### config.mk
export PLATFORM = sky130hd
export DESIGN_NAME = chacha_keystream_xor
export DESIGN_NICKNAME = d
export VERILOG_FILES = /design/src/rtl/chacha_pkg.sv /design/src/rtl/chacha_keystream_xor.sv
export SDC_FILE = /design/constraint.sdc
export NUM_CORES = 1
export LEC_CHECK = 0
export BUFFER_PORTS_ARGS = -buffer_cell sky130_fd_sc_hd__buf_2
export CAP_MARGIN = 20
export CORE_AREA = 2 2 260 262
export DETAILED_ROUTE_END_ITERATION = 10
export DIE_AREA = 0 0 262 264
export SLEW_MARGIN = 20
export SYNTH_ARGS = -nofsm -noshare
export SYNTH_HDL_FRONTEND = slang
export SYNTH_SLANG_ARGS = --single-unit
### constraint.sdc
create_clock -name clk -period 4 [get_ports clk]
set_clock_uncertainty 0.15 [all_clocks]
set_input_delay 1 -clock clk [delete_from_list [all_inputs] [get_ports clk]]
set_output_delay 1 -clock clk [all_outputs]
set_load 0.01 [all_outputs]
### src/rtl/chacha_pkg.sv
// rtl/chacha_pkg.sv - shared types and helpers for the ChaCha20 keystream consumer
package chacha_pkg;

    localparam int WORD_W    = 32;
    localparam int BLK_WORDS = 16;
    localparam int CTR_W     = 32;

    typedef logic [WORD_W-1:0] word_t;

    typedef enum logic [2:0] {
        S_IDLE,
        S_REQ,
        S_WAIT,
        S_STREAM,
        S_DONE
    } state_t;

    // Keystream word i lives at row i/4, column i%4 of the core's state matrix.
    function automatic word_t ks_word(input word_t [3:0][3:0] matrix, input logic [3:0] idx);
        return matrix[idx[3:2]][idx[1:0]];
    endfunction

endpackage

### src/rtl/chacha_keystream_xor.sv
// rtl/chacha_keystream_xor.sv - requests ChaCha20 blocks and XORs their keystream onto a word stream
module chacha_keystream_xor
    import chacha_pkg::*;
(
    input  logic               clk,
    input  logic               rst,
    input  logic               start,
    input  logic [CTR_W-1:0]   init_ctr,
    output logic               blk_start,
    output logic [CTR_W-1:0]   blk_ctr,
    input  logic               ks_valid,
    input  word_t [3:0][3:0]   ks_matrix,
    input  logic               in_valid,
    output logic               in_ready,
    input  word_t              in_data,
    input  logic [3:0]         in_keep,
    input  logic               in_last,
    output logic               out_valid,
    input  logic               out_ready,
    output word_t              out_data,
    output logic [3:0]         out_keep,
    output logic               out_last,
    output logic               busy,
    output logic               done,
    output logic               ctr_ovf
);

    state_t                    r_state;
    state_t                    w_next;
    logic [3:0]                r_idx;
    word_t [BLK_WORDS-1:0]     r_ks_buf;
    logic [CTR_W-1:0]          r_ctr;
    logic                      r_ovf;
    logic                      w_stream;
    logic                      w_xfer;
    word_t                     w_mask;

    assign w_stream = (r_state == S_STREAM);
    assign w_xfer   = w_stream && in_valid && out_ready;
    assign w_mask   = {{8{in_keep[3]}}, {8{in_keep[2]}}, {8{in_keep[1]}}, {8{in_keep[0]}}};

    always_ff @(posedge clk) begin
        if (rst) begin
            r_state  <= S_IDLE;
            r_idx    <= 4'd0;
            r_ks_buf <= '0;
            r_ctr    <= '0;
            r_ovf    <= 1'b0;
        end else begin
            r_state <= w_next;
            case (r_state)
                S_IDLE: begin
                    if (start) begin
                        r_ctr <= init_ctr;
                        r_ovf <= 1'b0;
                    end
                end
                S_WAIT: begin
                    if (ks_valid) begin
                        for (int i = 0; i < BLK_WORDS; i++) begin
                            r_ks_buf[i] <= ks_word(ks_matrix, 4'(i));
                        end
                        r_idx <= 4'd0;
                    end
                end
                S_STREAM: begin
                    if (w_xfer) begin
                        r_idx <= r_idx + 4'd1;
                        // Block exhausted mid-message: advance the counter for the next request.
                        if (!in_last && (r_idx == 4'(BLK_WORDS - 1))) begin
                            r_ctr <= r_ctr + CTR_W'(1);
                            if (&r_ctr) begin
                                r_ovf <= 1'b1;
                            end
                        end
                    end
                end
                default: ;
            endcase
        end
    end

    always_comb begin
        w_next = r_state;
        case (r_state)
            S_IDLE:   if (start) w_next = S_REQ;
            S_REQ:    w_next = S_WAIT;
            S_WAIT:   if (ks_valid) w_next = S_STREAM;
            S_STREAM: begin
                if (w_xfer) begin
                    if (in_last) begin
                        w_next = S_DONE;
                    end else if (r_idx == 4'(BLK_WORDS - 1)) begin
                        w_next = S_REQ;
                    end
                end
            end
            S_DONE:   w_next = S_IDLE;
            default:  w_next = S_IDLE;
        endcase
    end

    always_comb begin
        blk_start = (r_state == S_REQ);
        busy      = (r_state != S_IDLE);
        done      = (r_state == S_DONE);
        blk_ctr   = r_ctr;
        ctr_ovf   = r_ovf;
        in_ready  = w_stream && out_ready;
        out_valid = w_stream && in_valid;
        out_data  = '0;
        out_keep  = 4'd0;
        out_last  = 1'b0;
        if (w_stream) begin
            out_data = (in_data ^ r_ks_buf[r_idx]) & w_mask;
            out_keep = in_keep;
            out_last = in_last;
        end
    end

endmodule

Word level (Yosys, flattened, before mapping). Cells that the tools add are included.

Bits in registers: 552. Input bits: 587.

Add/sub/neg operators: 2. Order comparisons: 1. Equality and inequality tests: 11. Mux-type cells: 23. Bitwise logic cells: 2. Reduce and logical (&&, ||, !) cells: 15.

Operators by type and width (count): $mux 32 (5); $bmux 32 s4 (1); $pmux 32 s2 (1); $add 32x1->32 const B (1); $and 32x32->32 (1); $reduce_and 32->1 (1); $xor 32x32->32 (1); $mux 3 (5); $mux 4 (3); $pmux 3 s4 (1); $pmux 4 s2 (1); $reduce_and 4->1 (2); $eq 3x2->1 const B (2); $ne 2x1->1 const B (3); $lt 4x5->1 const B (1); $mux 1 (5); $reduce_and 5->1 (1); $add 4x1->4 const B (1); $eq 4x4->1 const B (1); $logic_and 1x1->1 (4); $ne 2x2->1 const B (2); $reduce_bool 2->1 (2); $eq 3x1->1 const B (1); $eq 3x3->1 const B (1); other kinds (7) (7).

Logic depth before layout (Yosys ltp).
Depth after elaboration: 5. Depth in mapped cells: 8. Mapped depth without buffers: 6.

Least setup slack after synthesis. Ideal clock, no wire load.

Kind: register -> output. From: reg r_idx[1]. To: out out_data[10]. Arrival: 1741 ps. Data required time: 2850 ps. Setup slack: 1109 ps. Cell stages (with the launch flop): 7. Buffers on the path: 2. Cell sequence: dfxtp_1 > clkbuf_1 > buf_2 > mux4_2 > mux2i_1 > xor2_1 > o22ai_1.

Longest elaborated chain between the ends: 5.

RTL lines: start, declared (line chacha_keystream_xor.sv:30) `logic [3:0] r_idx;`; start signal, assigned (line chacha_keystream_xor.sv:68) `r_idx <= r_idx + 4'd1;`; $bmux 32 s4 (line chacha_keystream_xor.sv:115) `out_data = (in_data ^ r_ks_buf[r_idx]) & w_mask;`; $mux 32 (not written as such) (line chacha_keystream_xor.sv:115); $xor 32x32->32 (line chacha_keystream_xor.sv:115); $and 32x32->32 (line chacha_keystream_xor.sv:115); $mux 32 (line chacha_keystream_xor.sv:114) `if (w_stream) begin`; end, declared (line chacha_keystream_xor.sv:20) `output word_t out_data,`.

No other way between the ends. The select of a mux whose other input is x is not followed.

Worst setup path after layout.
From: reg r_idx[1]. To: out out_data[21].

Same word-level chain as after synthesis.

==> tab_implementation.tex <==
\begin{tabular}{lr}
\hline
Metric & Value \\
\hline
\multicolumn{2}{l}{\textbf{Outcome}} \\
\quad Run status & complete, but fails checks \\
\quad Violations in the final reports & negative setup slack \\
\multicolumn{2}{l}{\textbf{Power and ir drop}} \\
\quad Part of the total power dissipated in sequential elements & 0.444 \\
\quad Standby leakage power & 0.01153 uW \\
\quad Switching Fraction & 0.2715 \\
\quad VDD IR-drop max & 0.3140 mV \\
\quad Ratio of total power to cell area & 429.2 nW/um2 \\
\quad Switching Power & 3663 uW \\
\quad Relative contribution of combinational cells to total power & 0.134 \\
\quad Internal power & 9828 uW \\
\quad Clock group share of total power & 0.422 \\
\multicolumn{2}{l}{\textbf{Cells and area}} \\
\quad Highest-count cells in the layout ignoring fill and taps & 1066 x sky130\_fd\_sc\_hd\_\_nand2\_1, 659 x sky130\_fd\_sc\_hd\_\_buf\_2, 549 x sky130\_fd\_sc\_hd\_\_dfxtp\_1, 539 x sky130\_fd\_sc\_hd\_\_a21oi\_1, 128 x sky130\_fd\_sc\_hd\_\_mux4\_2 \\
\quad Post-layout nets & 4072 \\
\quad Area growth from synthesis to layout & 27.11\% \\
\quad Number of standard cells in the final layout excluding fillers & 4417 \\
\quad Leading cell type in the layout, fill and taps excluded & sky130\_fd\_sc\_hd\_\_nand2\_1 \\
\quad Final std cell area, no fill & 31430 um2 \\
\quad Share of layout cells above drive strength 1 & 0.2950 \\
\quad Post-layout utilization of the core & 0.4722 \\
\multicolumn{2}{l}{\textbf{Routing}} \\
\quad Post-detailed-route wirelength per cell & 23.06 um \\
\quad Average vias per placed instance & 5.392 \\
\quad Antenna violation net count after detailed routing & 0 \\
\quad Number of DRC violations after detailed routing & 0 \\
\quad Overall routed net length & 101900 um \\
\quad Number of DRC markers after the initial detailed-route iteration & 2245 \\
\quad Via total after detailed routing & 23.82k \\
\quad Count of TritonRoute iterations in the first routing pass & 8 \\
\multicolumn{2}{l}{\textbf{Placed design}} \\
\quad Port buffer count & 661 \\
\quad HPWL after detailed placement & 77600 um \\
\quad Standard cell area after detailed placement & 28810 um2 \\
\quad Gp weighted congestion & 0.9058 \\
\quad Number of instances in the placed design & 4282 \\
\multicolumn{2}{l}{\textbf{Floorplanning}} \\
\quad \# rows & 95 \\
\quad Vert. Die Dim & 264 um \\
\quad Starting Density & 0.3715 \\
\quad Std-Cell Core Area & 66560 um2 \\
\quad Overall die area & 69170 um2 \\
\quad Number of top-level design ports & 662 \\
\quad Die Width & 262 um \\
\multicolumn{2}{l}{\textbf{Global route}} \\
\quad GRT Util Overall & 0.2826 \\
\quad Vias in the first global route & 22.30k \\
\quad Largest net degree at the start of global routing & 114 \\
\quad Wire length of the first global-routing pass & 143900 um \\
\quad Antenna violations before repair & 33 \\
\quad Overall overflow remaining after global route & 0 \\
\multicolumn{2}{l}{\textbf{Synth}} \\
\quad Seq/Total Area, Yosys & 0.4469 \\
\quad Number of warnings issued by yosys & 0 \\
\quad Post-synthesis sequential element count & 552 \\
\quad Number of enable-type register cells in the synthesized netlist & 0 \\
\quad Top cells by area, synth & sky130\_fd\_sc\_hd\_\_dfxtp\_1 45\%, sky130\_fd\_sc\_hd\_\_nand2\_1 16\%, sky130\_fd\_sc\_hd\_\_mux4\_2 12\% \\
\quad Cell Area, Synth & 24730 um2 \\
\quad Synthesized Nets & 3511 \\
\quad Fraction of synthesized cell area taken by the top area cell type & 0.4469 \\
\quad Post-Syn Instances & 2922 \\
\quad Fraction of synthesis flops using an asynchronous set or reset pin & 0 \\
\quad Post-synth cell types & 63 \\
\quad Most used flip-flop cell after synthesis & sky130\_fd\_sc\_hd\_\_dfxtp\_1 \\
\quad Post-Syn Area per Cell & 8.463 um2 \\
\quad Cell taking the most area after synthesis & sky130\_fd\_sc\_hd\_\_dfxtp\_1 \\
\multicolumn{2}{l}{\textbf{Setup path}} \\
\quad Reg-to-Reg End & blk\_ctr[14]\$\_SDFFE\_PP0P\_ \\
\quad Category of the worst setup path capture point & primary output \\
\quad Peak per-stage delay on the critical path & 0.63 ns \\
\quad Worst reg-to-reg path cell count & 8 \\
\quad Critical path class & reg2out \\
\quad Cell with the largest stage delay on the worst path & sky130\_fd\_sc\_hd\_\_mux4\_2 \\
\quad Crit Path Max Fanout & 41 \\
\quad Crit. Startpoint & r\_idx[1]\$\_SDFFE\_PP0P\_ \\
\quad Start of the worst register-to-register path & r\_idx[1]\$\_SDFFE\_PP0P\_ \\
\quad Data required time of the critical path & 2.85 ns \\
\quad Cells along the critical path & buf\_16 > mux4\_2 > mux2i\_4 > xor2\_1 > o22ai\_1 > buf\_2 \\
\quad Flop-to-flop setup slack & 1.16 ns \\
\quad Arr. time, crit path & 2.85 ns \\
\quad Launching element type of the critical path & register \\
\multicolumn{2}{l}{\textbf{CTS}} \\
\quad Total CTS buffers & 59 \\
\quad Hold Buf Count CTS & 0 \\
\quad CTS Sinks & 552 \\
\quad Clock tree from TritonCTS & yes \\
\quad Buffers from clock root to sink, at most & 3 \\
\quad \# H-tree levels & 2 \\
\quad Clock latency on the worst-skew pair & 0.63 ns \\
\quad Root cell of the clock tree & sky130\_fd\_sc\_hd\_\_clkbuf\_16 \\
\quad Clock slew seen by the registers of the worst setup and hold paths & 0.06 ns \\
\multicolumn{2}{l}{\textbf{Timing}} \\
\quad Number of hold violations in the final report & 0 \\
\quad Worst slew pin tran & 0.8653 ns \\
\quad Final Max Tran Viols & 0 \\
\quad Remaining max-slew budget at the tightest pin & 0.4217 \\
\quad \# setup viols final & 1 \\
\quad RSZ-0062 raised after global routing & true \\
\quad Slack of the critical path & -0.003901 ns \\
\quad Achievable Freq & 0.2498 GHz \\
\quad Aggregate negative setup slack & -0.003901 ns \\
\quad Share of the cycle needed by the critical path after routing & 1.001 \\
\quad Post-route minimum period & 4.004 ns \\
\multicolumn{2}{l}{\textbf{Job}} \\
\quad Count of maximum capacitance violations & 0 \\
\multicolumn{2}{l}{\textbf{Hold path}} \\
\quad Capture endpoint of the worst hold path & r\_ks\_buf[451]\$\_SDFFE\_PP0P\_ \\
\quad Hold Crit Depth & 2 \\
\quad Beginning of the worst hold path & r\_ks\_buf[451]\$\_SDFFE\_PP0P\_ \\
\quad Kind of path behind the tightest hold check & reg2reg \\
\hline
\end{tabular}
==> layer usage <==
layer	vias up	part of all wire	track usage
met1	11460	0.42	0.3805
met5	-	0.0024	0
met2	988	0.45	0.4391
met3	207	0.087	0.06371
li1	11130	-	-
met4	38	0.041	0.1112
==> through the flow <==
stage	power [uW]	setup WS (ns)	hold slack [ns]
3_5_place_dp	7836	0.2704	0.2938
4_1_cts	13560	-0.02636	0.3020
2_1_floorplan	7005	1.109	0.2831
5_1_grt	13960	-0.05164	0.3162
6_report	13490	-0.003901	0.3010
3_3_place_gp	7822	0.2599	0.2894
==> Yosys cell counts (4+ instances only) <==
cell and number:
sky130_fd_sc_hd__nand2_1 1068, sky130_fd_sc_hd__dfxtp_1 552, sky130_fd_sc_hd__a21oi_1 539, sky130_fd_sc_hd__buf_2 133
sky130_fd_sc_hd__mux4_2 128, sky130_fd_sc_hd__clkbuf_1 86, sky130_fd_sc_hd__xor2_1 66, sky130_fd_sc_hd__mux2i_1 64
sky130_fd_sc_hd__nor2_1 37, sky130_fd_sc_hd__o22ai_1 34, sky130_fd_sc_hd__nand3_1 21, sky130_fd_sc_hd__o21ai_0 21
sky130_fd_sc_hd__nand4_1 18, sky130_fd_sc_hd__a31oi_1 14, sky130_fd_sc_hd__and2_1 12, sky130_fd_sc_hd__buf_6 10
sky130_fd_sc_hd__nor3_1 9, sky130_fd_sc_hd__nor4_1 9, sky130_fd_sc_hd__nand2b_1 8, sky130_fd_sc_hd__a211oi_1 6
sky130_fd_sc_hd__inv_1 5, sky130_fd_sc_hd__a21o_1 4, sky130_fd_sc_hd__a22o_1 4, sky130_fd_sc_hd__a22oi_1 4
sky130_fd_sc_hd__a31o_2 4, sky130_fd_sc_hd__buf_4 4, sky130_fd_sc_hd__nor3b_1 4, sky130_fd_sc_hd__o32ai_1 4
==> area by class of cell <==
type	instances	area, um2
Antenna cell	15	37.54
Sequential cell	552	11060
Clock buffer	81	1710
Inverter	5	18.77
Fill cell	6768	35130
Clock inverter	26	307.8
Multi-Input combinational cell	2129	12880
Tap cell	873	1092
Timing Repair Buffer	736	4324
==> power by group through the flow <==
stage | clock network, uW | registers (uW) | logic (uW)
after CTS | 5780 | 5980 | 1790
after floorplan | 0 | 6030 | 974
after global placement | 0 | 6110 | 1710
final | 5690 | 5990 | 1810
after global routing | 5990 | 6020 | 1960
after detailed placement | 0 | 6110 | 1730
==> flip-flops by register name (all words and copies together), names as in the netlist <==
name,count
r_idx,4
ctr_ovf,1
blk_ctr,32
r_ks_buf,512
r_state,3
==> logic make-up after synthesis <==
logic type | after synthesis | synth area share
DFF | 552 | 0.4469
adders and majority gates | 2 | 0.001012
and+or+nand+nor | 1211 | 0.1971
AOI/OAI and AO/OA | 657 | 0.1417
xor gates and xnor gates | 67 | 0.02373
muxes | 192 | 0.1425
buffers and inverters | 241 | 0.04701
==> worst max-delay path by stage <==
stage                               to  slack (ns)  depth (start not counted)
after floorplan           out_data[10]        1.11                          6
after global placement    out_data[14]        0.26                          7
after global routing      out_data[23]       -0.05                          8
after detailed placement  out_data[14]        0.27                          7
after CTS                 out_data[17]       -0.03                          9
final                     out_data[21]      -0.004                          6
==> worst max-delay path, delay by kind of cell (launching register included) <==
family	cells	cell delay (ns)
AO/OA/AOI/OAI	1	0.30
XOR/XNOR	1	0.10
buffers and inverters	2	0.47
flip-flops	1	0.41
multiplexers	2	0.89
==> timing repair <==
action                                  4_1_cts  5_1_grt
gates cloned                                  2        0
endpoints found under the setup margin       30       19
endpoints found under the hold margin         0        0
gates resized for setup                      54       23
buffers inserted                              6        5
pin swaps                                     1        3
Power figures use the tool's default switching activity.
